### config.mk
export PLATFORM = sky130hd
export DESIGN_NAME = operand_sequencer
export DESIGN_NICKNAME = d
export VERILOG_FILES = /design/src/rtl/operand_sequencer.sv
export SDC_FILE = /design/constraint.sdc
export NUM_CORES = 1
export LEC_CHECK = 0
export CORE_MARGIN = 8
export CORE_UTILIZATION = 45
export DETAILED_ROUTE_END_ITERATION = 8
export PLACE_DENSITY = 0.89
export SETUP_SLACK_MARGIN = 0.3
export SYNTH_ARGS = -nofsm -noshare
export SYNTH_HDL_FRONTEND = slang
export SYNTH_SLANG_ARGS = --single-unit
### constraint.sdc
create_clock -name clk -period 2.25 [get_ports clk]
set_clock_uncertainty 0.05 [all_clocks]
set_input_delay 0.3375 -clock clk [delete_from_list [all_inputs] [get_ports clk]]
set_output_delay 0.3375 -clock clk [all_outputs]
set_load 0.01 [all_outputs]
### src/rtl/operand_sequencer.sv
`default_nettype none
// ============================================================================
// Module   : operand_sequencer
// Brief    : Sequences button-loaded operands into a 4-bit adder and captures
//            the 5-bit result.
// Revision : 1.0 - initial release
// ============================================================================

module operand_sequencer #(
    parameter int SYNC_STAGES = 2
) (
    input  logic       clk,
    input  logic       reset,
    input  logic [3:0] sw,
    input  logic       cin_sw,
    input  logic       key_load,
    input  logic [3:0] sum_in,
    input  logic       cout_in,
    output logic [3:0] a_out,
    output logic [3:0] b_out,
    output logic       cin_out,
    output logic [4:0] result,
    output logic       result_valid,
    output logic [1:0] state
);

    typedef enum logic [1:0] {
        S_A    = 2'd0,
        S_B    = 2'd1,
        S_ADD  = 2'd2,
        S_DONE = 2'd3
    } state_t;

    state_t                 r_state;
    state_t                 w_state_next;
    logic [SYNC_STAGES-1:0] r_sync;
    logic                   r_sync_prev;
    logic                   w_press;

    logic [3:0] r_a,      w_a_next;
    logic [3:0] r_b,      w_b_next;
    logic       r_cin,    w_cin_next;
    logic [4:0] r_result, w_result_next;
    logic       r_valid,  w_valid_next;

    // Metastability chain plus one delay flop for rising-edge detection.
    always_ff @(posedge clk or negedge reset) begin
        if (!reset) begin
            r_sync      <= '0;
            r_sync_prev <= 1'b0;
        end else begin
            r_sync      <= {r_sync[SYNC_STAGES-2:0], key_load};
            r_sync_prev <= r_sync[SYNC_STAGES-1];
        end
    end

    assign w_press = r_sync[SYNC_STAGES-1] & ~r_sync_prev;

    always_ff @(posedge clk or negedge reset) begin
        if (!reset) begin
            r_state  <= S_A;
            r_a      <= 4'd0;
            r_b      <= 4'd0;
            r_cin    <= 1'b0;
            r_result <= 5'd0;
            r_valid  <= 1'b0;
        end else begin
            r_state  <= w_state_next;
            r_a      <= w_a_next;
            r_b      <= w_b_next;
            r_cin    <= w_cin_next;
            r_result <= w_result_next;
            r_valid  <= w_valid_next;
        end
    end

    always_comb begin
        w_state_next  = r_state;
        w_a_next      = r_a;
        w_b_next      = r_b;
        w_cin_next    = r_cin;
        w_result_next = r_result;
        w_valid_next  = r_valid;
        case (r_state)
            S_A: begin
                if (w_press) begin
                    w_a_next     = sw;
                    w_valid_next = 1'b0;
                    w_state_next = S_B;
                end
            end
            S_B: begin
                if (w_press) begin
                    w_b_next     = sw;
                    w_cin_next   = cin_sw;
                    w_state_next = S_ADD;
                end
            end
            S_ADD: begin
                // Adder has had a full period to settle; presses here are dropped.
                w_result_next = {cout_in, sum_in};
                w_valid_next  = 1'b1;
                w_state_next  = S_DONE;
            end
            S_DONE: begin
                if (w_press) begin
                    w_state_next = S_A;
                end
            end
            default: begin
                w_state_next = S_A;
            end
        endcase
    end

    assign a_out        = r_a;
    assign b_out        = r_b;
    assign cin_out      = r_cin;
    assign result       = r_result;
    assign result_valid = r_valid;
    assign state        = r_state;

endmodule

`default_nettype wire

==> impl_metrics.csv <==
group,metric,value,unit
drt,wirelength,1760,um
final_layout,final_nets,105,
setup_path,crit_path_max_incr_delay,580,ps
cts,cts_root_buf,"clkbuf_4",
setup_path,worstSetupEndpointType,"primary output",
run_status,status,"finished clean",
grt,grt_pass1_wl,3000,um
floorplanning,num_rows,15,
cts,clockBufferDepth,2,
timing,final-setup-viol-count,0,
placement,dp_cells,107,
grt,grt_pass1_vias,615,
cts,clk_latency,290,ps
grt,track_usage,0.113,
floorplanning,dieArea,3530,um2
final_layout,final_cells,111,
final_layout,mostFrequentLayoutCells,"29 x clkdlybuf4s50_1, 20 x dfrtp_1, 9 x mux2_2",
placement,gp_congestion,0.705,
drt,first_pass_iters,4,
setup_path,path_buf_inv,1,
yosys,syn_area_per_cell,16.0,um2
setup_path,crit_type,"reg -> out",
timing,tightest_slew,358,ps
final_layout,multi_input_area,334,um2
setup_path,cp_max_fo,5,
power_and_ir_drop,irDropWorstVdd,0.894,mV
setup_path,path_cells,"clkdlybuf4s50_1",
grt,grt_max_degree,21,
drt,viasPerCell,4.66,
cts,cts_tree,"done",
final_layout,fin_util,0.692,
cts,cts_buffers,3,
cts,cts_setup_buffers,0,
yosys,syn_nets,71,
setup_path,start_kind,"register",
timing,drv_slew,0,
floorplanning,core,1750,um2
cts,ctsHoldBuffers,0,
drt,drtAntennaViolNets,0,
setup_path,endpoint,"state[1]",
yosys,synth_warnings,0,
cts,clk_pin_slew,110,ps
setup_path,critPathTopFamily,"buffers and inverters",
drt,wl_per_cell,15.8,um
setup_path,reg2reg_to,"state[1]",
placement,dp_hpwl,1400,um
yosys,synth-seq-cells,20,
yosys,synth_cells,53,
setup_path,r2r_slack,660,ps
power_and_ir_drop,p_per_area,1390,nW/um2
floorplanning,die_w,59.4,um
setup_path,r2r_cells,5,
cts,cts.sinks,20,
setup_path,worstSetupStartpoint,"state[1]",
drt,drc,0,
grt,antenna_found_initial,0,
yosys,ys_seq_area_frac,0.591,
final_layout,seq_area,500,um2
floorplanning,start_util,0.485,
timing,hold_viol_final,0,
drt,vias,517,
drt,drt_iter0_drc,5,
cts,cts_htree_levels,1,
timing,min_period,1690,ps
power_and_ir_drop,p_leak,0.559,nW
setup_path,worstPathArrival,1300,ps
setup_path,crit_cells,1,
floorplanning,die_h,59.4,um
yosys,synth_cell_type_count,13,
yosys,synthesis.area,847,um2
cts,cts_resized,0,
timing,slew_headroom,0.761,
placement,portBuffers,29,
setup_path,slowest_stage,"clkdlybuf4s50_1",
final_layout,synthToLayoutAreaGrowth,42.5,%
timing,rsz0062_at_grt,"false",
setup_path,required,1860,ps
setup_path,timing.rr.start,"state[1]",
grt,grt_overflow_total,0,
timing,max_freq,591,MHz
timing,fin_tns_setup,0,ps
min_path,min_path_type,"in -> async",
timing,final.period_utilization,0.752,
final_layout,n_antenna_cell,0,
job,maxCapViolations,0,
final_layout,nFillCells,136,
final_layout,post_route_cells_drive_above_1_share,0.279,
floorplanning,ios,30,
final_layout,layout_commonest_cell,"clkdlybuf4s50_1",
-- how the worst min path moves through the flow --
stage / start / to / slack (ps)
finish: reset / r_sync[1] / 320
global route: reset / result[1] / 330
CTS: reset / result[1] / 320
detailed placement: r_sync[0] / r_sync[1] / 290
global placement: r_sync[0] / r_sync[1] / 290
floorplan: reset / a_out[0] / -8
-- cells in the mapped netlist --
cell type,count,share of area
nor2b_4,1,0.016
nand2_4,2,0.027
dfrtp_1,20,0.59
mux2i_1,2,0.024
ha_1,5,0.074
mux2_2,9,0.12
buf_2,1,0.0059
nor2_1,2,0.0089
a21oi_1,1,0.0059
nor3_1,1,0.0059
nor2_2,1,0.0074
inv_1,2,0.0089
mux2_4,6,0.11
-- final cells by class --
type	count	area share
multi-input cells	30	0.277
clock buffers	4	0.0301
repair buffers	30	0.247
well taps	25	0.0259
inverters	2	0.00622
flip-flops and latches	20	0.415
-- metal layers --
layer | vias to the layer above | global-route usage | wire [um]
met1 | 252 | 0.127 | 715
met3 | 2 | 0.0412 | 154
met4 | 0 | 0.0410 | 9
met5 | - | 0 | 0
li1 | 244 | - | -
met2 | 19 | 0.191 | 878
-- registers in the layout (all words and copies together), names as in the netlist --
name,flops
r_sync,2
r_sync_prev,1
b_out,4
state,2
cin_out,1
a_out,4
result_valid,1
result,5
-- report_power, final --
| group | switching [W] | internal (W) |
|---|---|---|
| Clock | 0.000105 | 0.0000985 |
| Combinational | 0.000328 | 0.000528 |
| Sequential | 0.0000981 | 0.000521 |
| Total | 0.000531 | 0.00115 |
-- cell families after synthesis --
group,Yosys count,share of synthesized area
flops,20,0.591
mux,17,0.250
simple gates,7,0.0650
fa+ha+maj,5,0.0739
buf+inv,3,0.0148
compound gates,1,0.00590
-- through the flow --
stage | power, W | instance area [um2] | hold WS (ps) | worst slack, ps
floorplan | 0.00106 | 847 | -8.09 | 724
global placement | 0.00146 | 1170 | 288 | 759
detailed placement | 0.00150 | 1170 | 290 | 678
CTS | 0.00171 | 1210 | 315 | 522
global route | 0.00180 | 1210 | 331 | 467
finish | 0.00168 | 1210 | 317 | 559
(Power assumes the default switching activity.)
==> RTL edit, RTL diff (same settings) <==
Reset style: synchronous (`reset`), changed in 2 clocked blocks.
--- a/src/rtl/operand_sequencer.sv
+++ b/src/rtl/operand_sequencer.sv
@@ -45,5 +45,5 @@
 
     // Metastability chain plus one delay flop for rising-edge detection.
-    always_ff @(posedge clk or negedge reset) begin
+    always_ff @(posedge clk) begin
         if (!reset) begin
             r_sync      <= '0;
@@ -57,5 +57,5 @@
     assign w_press = r_sync[SYNC_STAGES-1] & ~r_sync_prev;
 
-    always_ff @(posedge clk or negedge reset) begin
+    always_ff @(posedge clk) begin
         if (!reset) begin
             r_state  <= S_A;
Function: differs if reset is asserted again (counterexample within 4 cycles, from zero or initial values and one cycle with reset low); with reset held inactive, the same outputs for 10 cycles.
==> RTL edit against the unedited design <==
Sequential cell count stayed put. Wire length is 3.8% lower. Non-clock buffer count is 1 lower. Synthesized cell count is 62% higher. Critical endpoint is now state[0]. Cell area is 4.2% lower. Global-route usage is 1.3 points lower. Highest routed layer unchanged. Synthesized area is 1.3% lower. Worst setup slack better by 0.021 ns. Core utilization is 2.9 points lower. Count of clock-buffer cells in the layout is 1 lower.
Power is not compared: it rests on default switching activity, and its combinational part moved more than twofold at a synthesized area within 25%.
==> RTL edit: results (changes against the unedited design) <==
- Antenna violations before repair: 0 (unchanged)
* Initial DRC count: 9 (was 5)
* Synth Net Count: 104 (was 71)
- The level count of the clock H-tree is 1 (unchanged).
- Number of synthesis warnings: 0 (unchanged)
- Number of global-route vias before repair: 652 (was 615)
- Leakage power figure: 0.412 nW
- First drt pass iteration count: 3 (was 4)
* Cell area after placement: 0.00113 mm2 (was 0.00117 mm2)
- Clock-pin slew was measured on the worst setup and hold paths at 0.10 ns.
- The post-synthesis sequential area ratio was 0.479 (was 0.591).
* Pin slew with the least headroom to its limit: 0.571 ns (was 0.358 ns)
* IR drop worst, VDD: between 0.5 and 0.6 mV
- Avg Vias per Cell: 4.81 (was 4.66)
- Ranking of synthesized cells by area: sky130_fd_sc_hd__dfxtp_1 48%, sky130_fd_sc_hd__mux2i_1 8.4%, sky130_fd_sc_hd__a21boi_1 8.1%, sky130_fd_sc_hd__ha_1 7.5%, sky130_fd_sc_hd__nand3_1 5.4% (was sky130_fd_sc_hd__dfrtp_1 59%, sky130_fd_sc_hd__mux2_2 12%, sky130_fd_sc_hd__mux2_4 11%, sky130_fd_sc_hd__ha_1 7.4%, sky130_fd_sc_hd__nand2_4 2.7%).
* Pins over their slew limit: 0 (unchanged)
* Data arrival at the endpoint of the critical path: 1.28 ns (was 1.30 ns)
- Wire per inst: 12.2 um (was 15.8 um)
- The async set-reset flop share out of synthesis came to 0 (was 1.00).
* Count of cells resized by post-cts repair: 0 (unchanged)
- Prevailing post-synth register cell: sky130_fd_sc_hd__dfxtp_1 (was sky130_fd_sc_hd__dfrtp_1)
- Slowest cell on crit path: sky130_fd_sc_hd__clkdlybuf4s50_1 (unchanged)
* Pin count of the biggest net entering global routing: 23 (was 21)
- Detail Placement HPWL: 1.33 mm (was 1.40 mm)
- Commonest cells post-synth: 20 x sky130_fd_sc_hd__dfxtp_1, 12 x sky130_fd_sc_hd__nand2_1, 9 x sky130_fd_sc_hd__a21boi_1, 9 x sky130_fd_sc_hd__nand3_1, 7 x sky130_fd_sc_hd__mux2i_1 (was 20 x sky130_fd_sc_hd__dfrtp_1, 9 x sky130_fd_sc_hd__mux2_2, 6 x sky130_fd_sc_hd__mux2_4, 5 x sky130_fd_sc_hd__ha_1).
* Number of fill cells in the layout: 155 (was 136)
* Placer's final routability congestion estimate: 0.782 (was 0.705)
- The kind of cell adding the most delay to the critical path is buffers and inverters (unchanged).
- Overall track demand over capacity in global routing: 0.100 (was 0.113)
- Run status: completed (unchanged)
- The type of the worst min-delay path is reg2reg (was in2async).
* MaxCap Viol Count: 0 (unchanged)
- Fraction of final layout cells sized beyond drive strength 1: 0.0439 (was 0.279)
- Number of nets in the layout: 134 (was 105)
* Total negative setup slack: 0 ns (unchanged)
* Wire length of the first global-routing pass: 2.75 mm (was 3.00 mm)
* Number of distinct library cell variants in the gate-level netlist after synthesis: 20 (was 13)
==> RTL edit: changes by cell type after synthesis, sizes merged, moves of 3 or more <==
cell | unedited run | this run
nand3 | 0 | 9
dfrtp | 20 | 0
mux2 | 15 | 0
nor2b | 1 | 6
nand2 | 2 | 12
and2 | 0 | 3
a21boi | 0 | 9
mux2i | 2 | 7
dfxtp | 0 | 20
==> RTL edit: power breakdown <==
| group | leakage [nW] | switching [mW] | internal (mW) | total [mW] |
|---|---|---|---|---|
| registers | 0.162 | 0.0273 | 0.386 | 0.414 |
| clock network | 0.0138 | 0.0957 | 0.0622 | 0.158 |
| logic | 0.236 | 0.137 | 0.146 | 0.282 |
==> RTL edit: routing by layer <==
metal,vias up,GRT usage,share of wire
li1,344,-,-
met1,295,0.124,0.48
met2,28,0.146,0.42
met3,2,0.0390,0.090
met4,0,0.0512,0.010
met5,-,0,0
==> RTL edit: kinds of logic (layout without fill, tap and decap cells) <==
logic type,count (synthesis),in the layout,synth area share
multiplexers,7,7,0.0838
buffers and inverters,6,34,0.0374
AO/OA/AOI/OAI,12,12,0.0988
flip-flops,20,20,0.479
AND/OR/NAND/NOR,36,36,0.226
adder cells (fa/ha/maj),5,5,0.0749
==> RTL edit: cell type report <==
class                           count  area (um2)  area share
Multi-Input combinational cell     60         404       0.350
Sequential cell                    20         400       0.346
Timing Repair Buffer               29         290       0.251
Tap cell                           25        31.3      0.0271
Clock buffer                        3        22.5      0.0195
Inverter                            2        7.51     0.00649
==> RTL edit: path summary, 6_finish.rpt <==
kind / startpoint / cells after the start / end / slack [ns]
worst max-delay path: state[0] / 1 / state[0] / 0.58
worst min-delay path: r_sync[0] / 1 / r_sync[1] / 0.39
worst max register to register: state[0] / 5 / state[1] / 0.84
worst min register to register: r_sync[0] / 1 / r_sync[1] / 0.39
==> RTL edit: worst reg2reg max path, delay by kind of cell (launching register included) <==
| family | cells | cell delay, ns |
|---|---|---|
| DFF | 1 | 0.43 |
| and+or+nand+nor | 2 | 0.31 |
| adders and majority gates | 1 | 0.29 |
| muxes | 1 | 0.13 |
| buffers and inverters | 1 | 0.11 |
==> RTL edit: per-stage QoR <==
step | worst slack, ns | std cells
after floorplan | 0.917 | 86
after global placement | 0.664 | 136
after detailed placement | 0.604 | 136
after CTS | 0.556 | 139
after global routing | 0.519 | 139
final | 0.580 | 139
